`src/rtl/pl_kernel_hls_deadlock_report_ctrl.sv`:
```
// Top-level deadlock report controller: latches the first detection, injects a trace
// token at the origin process, follows it around the cycle and queues involved IDs.
module pl_kernel_hls_deadlock_report_ctrl #(
  parameter int PROC_NUM   = 4,
  parameter int ID_W       = 2,
  parameter int FIFO_DEPTH = 8,
  parameter int TIMEOUT    = 64
) (
  input  logic                reset,
  input  logic                clock,
  input  logic [PROC_NUM-1:0] dl_in_vec,
  input  logic [PROC_NUM-1:0] token_vec,
  output logic                dl_detect,
  output logic [PROC_NUM-1:0] origin,
  output logic                token_clear,
  output logic                report_valid,
  input  logic                report_ready,
  output logic [ID_W-1:0]     report_id,
  output logic                report_last,
  output logic                trace_done,
  output logic                err_multi_token,
  output logic                err_timeout,
  output logic                err_overflow
);

  localparam int PTR_W  = $clog2(FIFO_DEPTH);
  localparam int CNT_W  = $clog2(TIMEOUT) + 1;
  localparam int PUSH_W = $clog2(2 * PROC_NUM) + 1;

  typedef enum logic [1:0] {
    IDLE   = 2'd0,
    ORIGIN = 2'd1,
    TRACE  = 2'd2,
    DONE   = 2'd3
  } state_t;

  function automatic logic [ID_W-1:0] lowest_idx(input logic [PROC_NUM-1:0] v);
    lowest_idx = '0;
    for (int i = PROC_NUM - 1; i >= 0; i--) begin
      if (v[i]) lowest_idx = ID_W'(i);
    end
  endfunction

  function automatic logic multi_hot(input logic [PROC_NUM-1:0] v);
    multi_hot = |(v & (v - PROC_NUM'(1)));
  endfunction

  state_t              state_r, state_s;
  logic [CNT_W-1:0]    cnt_r, cnt_s;
  logic [PUSH_W-1:0]   pushes_r, pushes_s;
  logic [PROC_NUM-1:0] origin_s;
  logic [ID_W-1:0]     hop_s;
  logic                push_s, push_last_s;
  logic [ID_W-1:0]     push_id_s;
  logic                set_multi_s, set_timeout_s, set_done_s;

  logic [ID_W:0]       mem_r [FIFO_DEPTH];
  logic [PTR_W:0]      wr_ptr_r, rd_ptr_r;
  logic                empty_s, full_s, pop_s, wr_en_s, drop_s;

  assign hop_s       = lowest_idx(token_vec);
  assign token_clear = (state_r == TRACE) & (|(dl_in_vec & token_vec));

  // Next-state, push request and flag-set decode
  always_comb begin
    state_s       = state_r;
    cnt_s         = cnt_r;
    pushes_s      = pushes_r;
    origin_s      = '0;
    push_s        = 1'b0;
    push_last_s   = 1'b0;
    push_id_s     = '0;
    set_multi_s   = 1'b0;
    set_timeout_s = 1'b0;
    set_done_s    = 1'b0;
    case (state_r)
      IDLE: begin
        if (|dl_in_vec) begin
          push_s    = 1'b1;
          push_id_s = lowest_idx(dl_in_vec);
          origin_s  = PROC_NUM'(1) << lowest_idx(dl_in_vec);
          pushes_s  = PUSH_W'(1);
          state_s   = ORIGIN;
        end else begin
          state_s = IDLE;
        end
      end
      ORIGIN: begin
        cnt_s   = '0;
        state_s = TRACE;
      end
      TRACE: begin
        if (|token_vec) begin
          set_multi_s = multi_hot(token_vec);
          push_s      = 1'b1;
          push_id_s   = hop_s;
          cnt_s       = '0;
          pushes_s    = pushes_r + PUSH_W'(1);
          if (dl_in_vec[hop_s]) begin
            push_last_s = 1'b1;
            set_done_s  = 1'b1;
            state_s     = DONE;
          end else if (pushes_r == PUSH_W'(2 * PROC_NUM - 1)) begin
            // this push fills the length cap without the cycle closing
            set_timeout_s = 1'b1;
            set_done_s    = 1'b1;
            state_s       = DONE;
          end else begin
            state_s = TRACE;
          end
        end else if (cnt_r == CNT_W'(TIMEOUT - 1)) begin
          set_timeout_s = 1'b1;
          set_done_s    = 1'b1;
          state_s       = DONE;
        end else begin
          cnt_s = cnt_r + CNT_W'(1);
        end
      end
      DONE: begin
        state_s = DONE;
      end
      default: begin
        state_s = IDLE;
      end
    endcase
  end

  // Controller state, counters and registered broadcast outputs
  always_ff @(posedge clock or negedge reset) begin
    if (!reset) begin
      state_r   <= IDLE;
      cnt_r     <= '0;
      pushes_r  <= '0;
      dl_detect <= 1'b0;
      origin    <= '0;
    end else begin
      state_r   <= state_s;
      cnt_r     <= cnt_s;
      pushes_r  <= pushes_s;
      dl_detect <= (state_s != IDLE);
      origin    <= origin_s;
    end
  end

  // Sticky status flags
  always_ff @(posedge clock or negedge reset) begin
    if (!reset) begin
      trace_done      <= 1'b0;
      err_multi_token <= 1'b0;
      err_timeout     <= 1'b0;
      err_overflow    <= 1'b0;
    end else begin
      trace_done      <= trace_done | set_done_s;
      err_multi_token <= err_multi_token | set_multi_s;
      err_timeout     <= err_timeout | set_timeout_s;
      err_overflow    <= err_overflow | drop_s;
    end
  end

  assign empty_s = (wr_ptr_r == rd_ptr_r);
  assign full_s  = (wr_ptr_r[PTR_W] != rd_ptr_r[PTR_W]) &&
                   (wr_ptr_r[PTR_W-1:0] == rd_ptr_r[PTR_W-1:0]);
  assign pop_s   = report_valid & report_ready;
  // a pop in the same cycle frees the slot being written, so full only blocks without one
  assign wr_en_s = push_s & (~full_s | pop_s);
  assign drop_s  = push_s & full_s & ~pop_s;

  assign report_valid = ~empty_s;
  assign report_id    = mem_r[rd_ptr_r[PTR_W-1:0]][ID_W-1:0];
  assign report_last  = mem_r[rd_ptr_r[PTR_W-1:0]][ID_W];

  // Report FIFO storage and pointers
  always_ff @(posedge clock or negedge reset) begin
    if (!reset) begin
      wr_ptr_r <= '0;
      rd_ptr_r <= '0;
      for (int i = 0; i < FIFO_DEPTH; i++) mem_r[i] <= '0;
    end else begin
      if (wr_en_s) begin
        mem_r[wr_ptr_r[PTR_W-1:0]] <= {push_last_s, push_id_s};
        wr_ptr_r                   <= wr_ptr_r + (PTR_W+1)'(1);
      end else begin
        wr_ptr_r <= wr_ptr_r;
      end
      if (pop_s) begin
        rd_ptr_r <= rd_ptr_r + (PTR_W+1)'(1);
      end else begin
        rd_ptr_r <= rd_ptr_r;
      end
    end
  end

endmodule

```
`config.mk`:
```
export PLATFORM = sky130hd
export DESIGN_NAME = pl_kernel_hls_deadlock_report_ctrl
export DESIGN_NICKNAME = d
export VERILOG_FILES = /design/src/rtl/pl_kernel_hls_deadlock_report_ctrl.sv
export SDC_FILE = /design/constraint.sdc
export NUM_CORES = 1
export LEC_CHECK = 0
export ABC_AREA = 0
export CORE_MARGIN = 4
export CORE_UTILIZATION = 40
export DETAILED_ROUTE_END_ITERATION = 16
export GPL_ROUTABILITY_DRIVEN = 0
export GPL_TIMING_DRIVEN = 0
export SLEW_MARGIN = 30
export SYNTH_ARGS = -nofsm -noshare
export SYNTH_HDL_FRONTEND = slang
export SYNTH_SLANG_ARGS = --single-unit
```
`constraint.sdc`:
```
create_clock -name clock -period 2.4 [get_ports clock]
set_input_delay 0.36 -clock clock [delete_from_list [all_inputs] [get_ports clock]]
set_output_delay 0.36 -clock clock [all_outputs]
set_load 0.03 [all_outputs]
```
==> impl_metrics.yaml, run 1 <==
run_status:
  status: "complete, no violations"
worst_setup_path:
  slowest_delay_ns: 0.54
  cp.arrival_ns: 2.47
  slowest_stage: "or4_1"
  start_kind: "primary input"
  end_kind: "register"
  path_cells: "clkdlybuf4s50_1, or4_1, buf_4, a21oi_4, buf_8, a21oi_1, mux2_1"
  required_ns: 2.59
  crit_type: "primary input to register"
  crit_path_max_fanout: 10
timing:
  period_minus_slack_ns: 2.27
  slew_headroom: 0.525
  setup_violations: 0
  rsz0062_at_grt: "no"
  drv_slew: 0
  fmax_mhz: 440
  worst_slew_pin_slew_ns: 0.706
  fin_skew_ns: 0.00475
  finalCritPeriodShare: 0.947
  hold_viol_final: 0
yosys:
  yosysTopAreaCell: "dfrtp_1"
  synth_xor_area_frac: 0.0291
  yosysSeqAreaShare: 0.448
  synth_common_cells: "dfrtp_1, mux2_2, a21oi_1, o21ai_0"
  synthDistinctLibCells: 55
  synthCells: 250
  yosys.area.top_type_share: 0.448
  synthSimpleGateAreaFrac: 0.0996
  synth_edf_count: 0
  synth_area_leaders: "dfrtp_1, mux2_2, a2111oi_4"
  synthArstFlopShare: 1.00
  muxShareOfSynthArea: 0.160
  synth_nets: 269
  syn_avg_cell_area_um2: 12.1
  synth_area_um2: 3010
  synth_top_family_by_area: "compound AO/OA/AOI/OAI gates"
  yosys.cell_count.top_type: "dfrtp_1"
  synth_ff_type: "dfrtp_1"
  synth_warnings: 0
  synth_compound_area_frac: 0.186
  synth_seq_cells: 54
  synthAdderAreaFrac: 0.0365
route:
  viasPerCell: 5.26
  dr_total_vias: 2009
  dr.pass1.iters: 4
  routed_wl_um: 5800
  drtAntennaViolNets: 0
  drc: 0
  wl_per_cell_um: 15.2
  initialDrtViolationCount: 63
power_and_ir_drop:
  p_leak_uw: 0.00149
  power_uw: 3360
  power_density_nw_per_um2: 965
  ir_drop_v: 0.000443
clock_tree:
  h-tree-depth: 2
  numCtsBuffers: 5
  clk_path_buf_depth: 2
  path_clk_slew_ns: 0.09
  cts.sink_count: 54
  cts_root_buf: "clkbuf_8"
  clock_latency_ns: 0.30
  cts_tree: "built"
finish:
  nFillCells: 701
  area_delta_synth_final_pct: 15.6
  final_nets: 301
  fin_util: 0.478
  diodes: 0
  drive_gt1_frac: 0.258
min_path:
  hp-class: "primary input to asynchronous set/reset pin"
grt:
  grt_first_pass_wirelength_um: 9820
  grt_usage: 0.142
  grt_max_degree: 40
  antenna_found_initial: 0
  grt_overflow: 0
  grt_pass1_vias: 2027
floorplanning:
  fp.dieH_um: 94.8
  io_pins: 25
  die_area_um2: 8990
  core_um2: 7290
  fp.dieW_um: 94.8
  row_count: 31
  initial_core_util: 0.413
placed_design:
  dp_hpwl_um: 4290
  portBuffers: 22
job:
  max_cap_violations: 0
==> layer usage <==
metal | GRT usage | vias up | share of wire
li1 | - | 984 | -
met1 | 0.188 | 1002 | 0.46
met2 | 0.233 | 19 | 0.50
met3 | 0.0303 | 4 | 0.028
met4 | 0.0433 | 0 | 0.0090
met5 | 0 | - | 0
==> repair_timing <==
action | CTS | global route
hold endpoints to repair | 15 | 0
setup endpoints to repair | 13 | 24
buffers inserted | 1 | 1
gates resized for setup | 12 | 9
pin swaps | 1 | 0
hold buffers | 1 | 0
==> cells in the final DEF, fill, tap and decap left out, types with 2 or more instances in the layout <==
| cell | netlist | routed |
|---|---|---|
| mux2_2 | 29 | 29 |
| o21bai_1 | 3 | 3 |
| or3_1 | 2 | 2 |
| clkbuf_8 | 0 | 6 |
| nand3_1 | 4 | 4 |
| buf_2 | 2 | 2 |
| nor2_1 | 9 | 9 |
| buf_4 | 1 | 4 |
| and2_1 | 5 | 5 |
| a21o_1 | 5 | 5 |
| clkbuf_2 | 0 | 5 |
| a21oi_1 | 13 | 13 |
| clkdlybuf4s50_1 | 0 | 16 |
| xor2_1 | 7 | 7 |
| a211oi_2 | 2 | 2 |
| a2111oi_4 | 6 | 6 |
| nand2b_1 | 2 | 2 |
| o21ai_0 | 13 | 12 |
| nor3_1 | 2 | 2 |
| o211ai_1 | 2 | 2 |
| and4_1 | 2 | 2 |
| a21boi_0 | 2 | 2 |
| nand2_1 | 11 | 11 |
| a22oi_1 | 2 | 2 |
| xnor2_1 | 3 | 3 |
| nor3b_1 | 3 | 3 |
| a22o_1 | 2 | 2 |
| inv_1 | 11 | 11 |
| ha_1 | 8 | 8 |
| dfrtp_1 | 54 | 52 |
| nor2b_1 | 5 | 5 |
| dfrtp_2 | 0 | 2 |
| mux4_2 | 6 | 6 |
| clkbuf_1 | 5 | 4 |
| buf_6 | 2 | 3 |
| o31ai_1 | 3 | 2 |
==> final cells by class <==
type	instances	area, um2	area share
multi-input combinational	172	1550	0.444
inverter	11	41.3	0.0119
timing repair buffer	26	241	0.0693
sequential	54	1350	0.389
tap	99	124	0.0356
clock inverter	1	5.00	0.00144
clock buffer	7	86.3	0.0248
buffer	12	86.3	0.0248
==> kinds of logic (layout without fill, tap and decap cells) <==
family / after synthesis / count (layout)
buf+inv: 24 / 57
compound gates: 63 / 63
simple gates: 53 / 53
flops: 54 / 54
xor+xnor: 10 / 10
fa+ha+maj: 9 / 9
mux: 37 / 37
==> critical path: cells and delay by family <==
| family | cells | cell delay (ns) |
|---|---|---|
| buffers and inverters | 3 | 0.91 |
| AO/OA/AOI/OAI | 2 | 0.32 |
| AND/OR/NAND/NOR | 1 | 0.54 |
| multiplexers | 1 | 0.33 |
==> flip-flops by register name, indices dropped and copies added, names as in the netlist <==
signal           count
err_multi_token      1
trace_done           1
origin               4
rd_ptr_r             4
state_r              2
pushes_r             4
wr_ptr_r             4
cnt_r                7
dl_detect            1
err_timeout          1
mem_r               24
err_overflow         1
==> path summary, 6_finish.rpt <==
path                            startpoint               to  slack (ns)  cells after the start
max in group asynchronous            reset         mem_r[5]        1.48                      3
setup reg to reg                state_r[0]        mem_r[14]        0.17                      7
hold / removal                       reset        origin[0]        0.45                      2
min in group clock            token_vec[2]  err_multi_token        0.46                      3
setup / recovery              token_vec[3]      wr_ptr_r[1]        0.13                      7
hold reg to reg            err_multi_token  err_multi_token        0.48                      2
==> through the flow <==
step                      worst slack [ns]  area [um2]  instances  TNS [ns]  hold slack (ns)
after floorplan                      0.356        3010        250         0           0.0644
after global placement              -0.771        3360        371    -45.75            0.454
after detailed placement            -0.297        3380        372     -4.14            0.244
after CTS                          0.00166        3490        381         0            0.448
after global routing                0.0107        3480        382         0            0.449
final                                0.126        3480        382         0            0.451
==> power by group <==
part           internal [uW]  switching, uW  leakage (uW)
clock network            234            288     0.0000482
logic                    642            813      0.000741
registers               1150            231      0.000698
total                   2030           1330       0.00149
Power figures use the tool's default switching activity.
==> run 2, diff against run 1 <==
==> constraint.sdc (replaced) <==
create_clock -name clock -period 2.6 [get_ports clock]
set_input_delay 0.39 -clock clock [delete_from_list [all_inputs] [get_ports clock]]
set_output_delay 0.39 -clock clock [all_outputs]
set_load 0.03 [all_outputs]
==> run 2 against run 1 <==
Register-to-register slack better by 0.06 ns; critical endpoint is now report_valid; critical path depth down 2; worst hold slack better by 0.030 ns; worst setup slack worse by 0.00065 ns; final area unchanged; clock-buffer cell count unchanged; core utilization unchanged; critical path type is now register to output pin; cell count down 0.26%; clock power down 7.7%; routed wire length up 0.28%.
==> impl_metrics.yaml, run 2 (synthesized netlist as in run 1, its figures left out) <==
run_status:
  status: "complete, no violations"
finish:
  final_cell_area_um2: 3480
  largest-register: "mem_r"
  final_nets: 300
  final_common_cell: "dfrtp_1"
  nFillCells: 697
  drive_gt1_frac: 0.238
  mostFrequentLayoutCells: "dfrtp_1, mux2_2, clkdlybuf4s50_1"
  area_delta_synth_final_pct: 15.6
  diodes: 0
  final_cells: 381
  largestRegisters: "mem_r (24), cnt_r (7)"
  largest_reg_flops: 24
grt:
  grt_overflow: 0
  met3_usage: 0.0303
  grt_first_pass_wirelength_um: 9800
  grt_use_met1: 0.188
  grt_max_degree: 40
  busiest_layer: "met2"
  grt_pass1_vias: 2026
  grt_usage: 0.142
  grtUsageMet2: 0.233
  antenna_found_initial: 0
route:
  dr_total_vias: 2002
  drc: 0
  dr.pass1.iters: 4
  routed_wl_um: 5820
  wl_per_cell_um: 15.3
  drtAntennaViolNets: 0
  initialDrtViolationCount: 78
  viasPerCell: 5.25
worst_setup_path:
  cp.arrival_ns: 2.08
  slowest_stage: "clkdlybuf4s50_1"
  worst-r2r-setup-slack_ns: 0.23
  cp_num_buf_inv: 2
  start_kind: "register"
  end_kind: "output pin"
  crit_family: "buffers and inverters"
  slowest_delay_ns: 0.60
  crit_type: "register to output pin"
  path_cells: "xor2_1, nor3_4, buf_6, nand2_1, clkdlybuf4s50_1"
  required_ns: 2.21
  crit_path_max_fanout: 10
power_and_ir_drop:
  p_sw_uw: 1230
  swShare: 0.395
  p_int_uw: 1880
  clkPwrFrac: 0.155
  p_leak_uw: 0.00149
  ir_drop_v: 0.000409
  combPwrFrac: 0.434
  power_uw: 3100
  power_density_nw_per_um2: 891
  seqPwrFrac: 0.411
floorplanning:
  fp.dieH_um: 94.8
  initial_core_util: 0.413
  die_area_um2: 8990
  core_um2: 7290
  row_count: 31
  io_pins: 25
  fp.dieW_um: 94.8
clock_tree:
  cts_root_buf: "clkbuf_8"
  cts_tree: "built"
  clock_latency_ns: 0.30
  cts.sink_count: 54
  path_clk_slew_ns: 0.09
  numCtsBuffers: 5
  clk_path_buf_depth: 2
  h-tree-depth: 2
timing:
  hold_viol_final: 0
  slew_headroom: 0.443
  period_minus_slack_ns: 2.47
  finalCritPeriodShare: 0.952
  fmax_mhz: 404
  drv_slew: 0
  setup_slack_ns: 0.126
  setup_violations: 0
  worst_slew_pin_slew_ns: 0.829
  fin_skew_ns: 0.00297
  rsz0062_at_grt: "no"
  whs_ns: 0.480
placed_design:
  dp_cells: 372
  portBuffers: 22
  pre_cts_ws_ns: -0.127
  dp_hpwl_um: 4290
  placedInstanceArea_um2: 3380
min_path:
  hp-class: "primary input to asynchronous set/reset pin"
job:
  max_cap_violations: 0
[run 2: through the flow]
step                utilization  TNS [ns]
global route              0.478         0
floorplan                     -         0
finish                    0.478         0
detailed placement        0.463    -0.153
CTS                       0.477         0
global placement          0.461    -32.46
[run 2: timing repair]
action / in CTS / in global routing
cloned: 0 / 0
setup buffers: 1 / 0
hold endpoints to repair: 15 / 0
resized for setup: 7 / 2
hold buffers: 1 / 0
pin swaps: 1 / 0
setup endpoints to repair: 5 / 1
[run 2: final cells by class]
type | instances | area (um2) | share of cell area
Sequential cell | 54 | 1350 | 0.389
Multi-Input combinational cell | 172 | 1540 | 0.442
Buffer | 12 | 82.6 | 0.0237
Inverter | 11 | 41.3 | 0.0119
Tap cell | 99 | 124 | 0.0356
Timing Repair Buffer | 25 | 250 | 0.0718
Clock buffer | 7 | 86.3 | 0.0248
Clock inverter | 1 | 5.00 | 0.00144
[run 2: path summary, 6_finish.rpt]
kind                                 startpoint              end  cells after the start
min in group clock              err_multi_token  err_multi_token                      2
max in group asynchronous                 reset      rd_ptr_r[1]                      3
worst max register to register       state_r[0]        mem_r[14]                      7
worst max-delay path                rd_ptr_r[1]     report_valid                      5
worst min-delay path                      reset        origin[0]                      2
worst min register to register  err_multi_token  err_multi_token                      2
[run 2: metal layers]
metal / part of all wire / vias up / wire length (um)
li1: - / 982 / -
met1: 0.47 / 999 / 2710
met2: 0.50 / 17 / 2890
met3: 0.029 / 4 / 167
met4: 0.0089 / 0 / 52
met5: 0 / - / 0
[run 2: power groups by stage]
stage	Sequential [uW]	Clock, uW	Combinational, uW
finish	1280	482	1350
global route	1310	539	1470
CTS	1280	508	1370
detailed placement	1260	0	1380
global placement	1250	0	1360
floorplan	1240	0	1060
==> patch 1 (settings of run 2) <==
Set the parameter `FIFO_DEPTH` to 4 (it was 8).
--- a/src/rtl/pl_kernel_hls_deadlock_report_ctrl.sv
+++ b/src/rtl/pl_kernel_hls_deadlock_report_ctrl.sv
@@ -5,3 +5,3 @@
   parameter int ID_W       = 2,
-  parameter int FIFO_DEPTH = 8,
+  parameter int FIFO_DEPTH = 4,
   parameter int TIMEOUT    = 64
Function: changed (Yosys sat finds a counterexample within 10 cycles, from zero or initial values and one cycle with reset low).
==> patch 1 against run 2 <==
Routed wire length decreased by 23%. Die area decreased by 23%. Cell area decreased by 23%. Setup slack improved by 0.049 ns. Synthesized area decreased by 25%. Sequential cell count decreased by 14. Global-route usage decreased by 0.70 points. Count of clock-buffer cells in the layout decreased by 1. First-iteration DRC count increased by 46%. Clock skew increased by 0.0052 ns. Sequential share of layout area decreased by 1.6 points. Power decreased by 25%. Synthesized cell count decreased by 18%. Largest cell class unchanged. Highest routed layer unchanged.
==> patch 1: results (changes against run 2) <==
metric	value	unit	change
nets	256		-15%
synth_cell_types	55		unchanged
syn_nets	228		-15%
hp-class	in -> async		
grt.total_usage	0.135		-0.00701
place_ws	-0.0323	ns	+0.0950 ns
firstDrtPassIters	4		unchanged
sw_frac_of_total	0.347		-0.0477
largest_register	mem_r		
r2r-end	mem_r[0]		
cts_htree_levels	2		unchanged
synthTopCellsByCount	dfrtp_1, mux2_2, nand3_1, ha_1		
use_met2	0.206		-0.0263
grt_max_degree	28		-30%
place_inst	299		-20%
dpl-instance-area	2570	um^2	-24%
skew	0.00812	ns	+0.00515 ns
whs	0.00412	ns	-0.476 ns
vias	1631		-19%
drive_above_1_share	0.187		-0.0504
synth_area_leaders	dfrtp_1, mux2_2, ha_1		
cts_setup_buffers	0		-1
cts_max_path_buffers	2		unchanged
cts_resized	0		-7
wirelength	4470	um	-23%
post_drt_wl_per_cell	14.5	um	-4.8%
worstPathArrival	2.04	ns	-0.04 ns
met3_usage	0.0417		+0.0114
async_flop_share	1.00		unchanged
relSlewSlack	0.628		+0.186
use_met1	0.185		-0.00310
dp_hpwl	3220	um	-25%
diodes	0		unchanged
cap_violations	0		unchanged
peakVddDrop	0.344	mV	-16%
top_regs	mem_r (12), cnt_r (7)		
reg2reg_slack	0.38	ns	+0.15 ns
ys_seq_area_frac	0.441		-0.00730
port_buffers	20		-9.1%
synth_cells	206		-18%
grt_pass1_wl	7580	um	-23%
path_clk_slew	0.07	ns	-0.02 ns
status	finished, final reports clean		
power_leakage	1.18	nW	-21%
r2r_start	state_r[0]		
drt_iter0_markers	114		+46%
patch 1: logic make-up after synthesis:
| kind of cell | after synthesis | share of synthesized area |
|---|---|---|
| simple gates | 66 | 0.180 |
| compound gates | 43 | 0.131 |
| flops | 40 | 0.441 |
| mux | 20 | 0.113 |
| buf+inv | 18 | 0.0430 |
| fa+ha+maj | 12 | 0.0650 |
| xor+xnor | 7 | 0.0270 |
patch 1: layout make-up:
cell class                 count  area (um^2)
buffer                         9         63.8
clock buffer                   6         72.6
clock inverter                 2         35.0
fill                         491         2820
inverter                       9         33.8
multi-input combinational    148         1180
sequential                    40         1000
tap                           72         90.1
timing repair buffer          21          215
patch 1: worst max-delay path, stage by stage, from the launching register on:
cell,delay [ns]
dfrtp_1,0.40
inv_1,0.10
ha_1,0.28
inv_2,0.14
a21oi_1,0.14
clkdlybuf4s50_1,0.68
patch 1: worst max-delay path by stage:
stage | end | slack, ns | cells past startpoint
finish | token_clear | 0.17 | 5
global route | token_clear | 0.05 | 5
CTS | token_clear | 0.13 | 5
detailed placement | mem_r[0] | -0.03 | 5
global placement | mem_r[2] | -0.04 | 5
floorplan | mem_r[0] | 0.81 | 5
patch 1: power groups by stage:
stage          clock network, mW  registers [mW]  logic [mW]
5_1_grt                    0.547           0.943        1.00
2_1_floorplan                  0           0.939       0.637
6_report                   0.496           0.920       0.910
3_3_place_gp                   0           0.933       0.902
3_5_place_dp                   0           0.935       0.922
4_1_cts                    0.513           0.923       0.924
patch 1: layer usage:
layer,wire (um),vias to the layer above
met5,0,-
met4,42,0
met3,176,4
met2,2040,24
met1,2210,795
li1,-,808
==> patch 2 (flow settings as in run 2) <==
Made on the original files. Make the reset (`reset`) synchronous in 3 clocked blocks.
--- a/src/rtl/pl_kernel_hls_deadlock_report_ctrl.sv
+++ b/src/rtl/pl_kernel_hls_deadlock_report_ctrl.sv
@@ -128,3 +128,3 @@
   // Controller state, counters and registered broadcast outputs
-  always_ff @(posedge clock or negedge reset) begin
+  always_ff @(posedge clock) begin
     if (!reset) begin
@@ -145,3 +145,3 @@
   // Sticky status flags
-  always_ff @(posedge clock or negedge reset) begin
+  always_ff @(posedge clock) begin
     if (!reset) begin
@@ -172,3 +172,3 @@
   // Report FIFO storage and pointers
-  always_ff @(posedge clock or negedge reset) begin
+  always_ff @(posedge clock) begin
     if (!reset) begin
Behaviour: differs if reset is asserted again (counterexample within 4 cycles, from zero or initial values and one cycle with reset low); with reset held inactive, the same outputs for 10 cycles.
==> patch 2 against run 2 <==
Power decreased by 6.7%. Largest power group is now registers. Synthesized area decreased by 2.2%. Setup slack improved by 0.030 ns. Global-route usage increased by 1.9 points. Cell area increased by 1.1%. Register-to-register slack improved by 0.02 ns. Sequential cell count increased by 3. Highest routed layer unchanged. Routed wire length increased by 11%.
==> patch 2: results (changes against run 2) <==
metric	value	unit	change
status	finished, final reports clean		
cts_made_buffers	9		+4
met1Wirelength	2900	um	+7.2%
async_flop_share	0		-1.00
min_period_over_period	0.940		-0.0117
cts_hold_buf	0		-1
power_leakage	1.25	nW	-17%
synth_ff_type	dfxtp_1		
place_inst	418		+12%
finalCriticalPeriod	2.44	ns	-0.0304 ns
path_clk_slew	0.07	ns	-0.02 ns
wirelength	6430	um	+11%
vias_per_cell	5.28		+0.46%
syn_nets	317		+18%
grt.total_usage	0.161		+0.0189
wl_met3	183	um	+9.6%
nets	349		+16%
port_buffers	21		-4.5%
ys_seq_area_frac	0.468		+0.0201
postSynthAreaPerCell	9.90	um^2	-18%
highest_layer	met4		
synth_cell_types	56		+1.8%
wl_met2	3240	um	+12%
grt_max_degree	11		-73%
drt_iter0_markers	83		+6.4%
synth_area_leaders	edfxtp_1, dfxtp_1, mux4_2		
synthTopCellsByCount	nor2_1, dfxtp_1, edfxtp_1, nand2_1, o21ai_0		
skew	0.00718	ns	+0.00421 ns
dp_hpwl	4710	um	+9.9%
fillers	724		+3.9%
cts_htree_levels	3		+1
top_regs	mem_r (24), cnt_r (7)		
drive_above_1_share	0.125		-0.112
clk_latency	0.34	ns	+0.04 ns
tightest_slew	0.807	ns	-0.0218 ns
dpl-instance-area	3280	um^2	-2.7%
antenna_found_initial	0		unchanged
grt_pass1_vias	2331		+15%
place_ws	-0.456	ns	-0.329 ns
grt_pass1_wl	10900	um	+11%
peakVddDrop	0.408	mV	-0.25%
hp-class	reg -> reg		
==> patch 2: final cells by class <==
cell class	count	area, um^2	share of cell area
clock inverters	6	82.6	0.0234
inverters	12	46.3	0.0131
plain buffers	14	73.8	0.0210
well taps	99	124	0.0352
clock buffers	10	128	0.0362
repair buffers	22	214	0.0607
flip-flops and latches	57	1380	0.392
multi-input cells	214	1470	0.418
==> patch 2: metal layers <==
metal,GRT usage,vias up
li1,-,1178
met1,0.190,1068
met2,0.271,32
met3,0.0417,13
met4,0.0734,0
met5,0,-
==> patch 2: repair_timing <==
action | in CTS | in global routing
setup endpoints to repair | 19 | 9
pin swaps | 0 | 1
buffers inserted | 0 | 1
gates resized for setup | 11 | 1
==> patch 2: cell families after synthesis <==
| logic type | after synthesis | synth area share |
|---|---|---|
| AOI/OAI and AO/OA | 66 | 0.157 |
| muxes | 14 | 0.0747 |
| buffers and inverters | 27 | 0.0412 |
| xor gates and xnor gates | 7 | 0.0208 |
| adders and majority gates | 9 | 0.0373 |
| and+or+nand+nor | 118 | 0.201 |
| DFF | 57 | 0.468 |
==> patch 2: through the flow <==
stage          utilization  hold WS [ns]  setup TNS (ns)
6_report             0.488         0.449               0
5_1_grt              0.488         0.464               0
4_1_cts              0.487         0.450               0
3_5_place_dp         0.455         0.436           -9.95
3_3_place_gp         0.455         0.440          -11.24
2_1_floorplan            -         0.423               0
==> patch 2: path summary, 6_finish.rpt <==
| check | start | to | slack [ns] | depth (start not counted) |
|---|---|---|---|---|
| setup / recovery | dl_in_vec[2] | mem_r[0][2] | 0.16 | 6 |
| hold / removal | err_multi_token | err_multi_token | 0.45 | 2 |
| setup reg to reg | state_r[0] | mem_r[4][1] | 0.25 | 7 |
| hold reg to reg | err_multi_token | err_multi_token | 0.45 | 2 |
==> patch 2: report_power, final <==
part           internal (mW)  leakage, nW  total (mW)  switching, mW
Clock                  0.534        0.108       0.889          0.355
Sequential              1.04        0.519        1.12         0.0879
Combinational          0.357        0.620       0.884          0.527
Total                   1.93         1.25        2.90          0.970
==> patch 2: worst max-delay path, cell delays in order <==
cell,delay (ns)
clkdlybuf4s50_1,0.51
o41ai_2,0.75
o21ai_2,0.26
o21ai_1,0.34
o41ai_2,0.13
buf_4,0.18
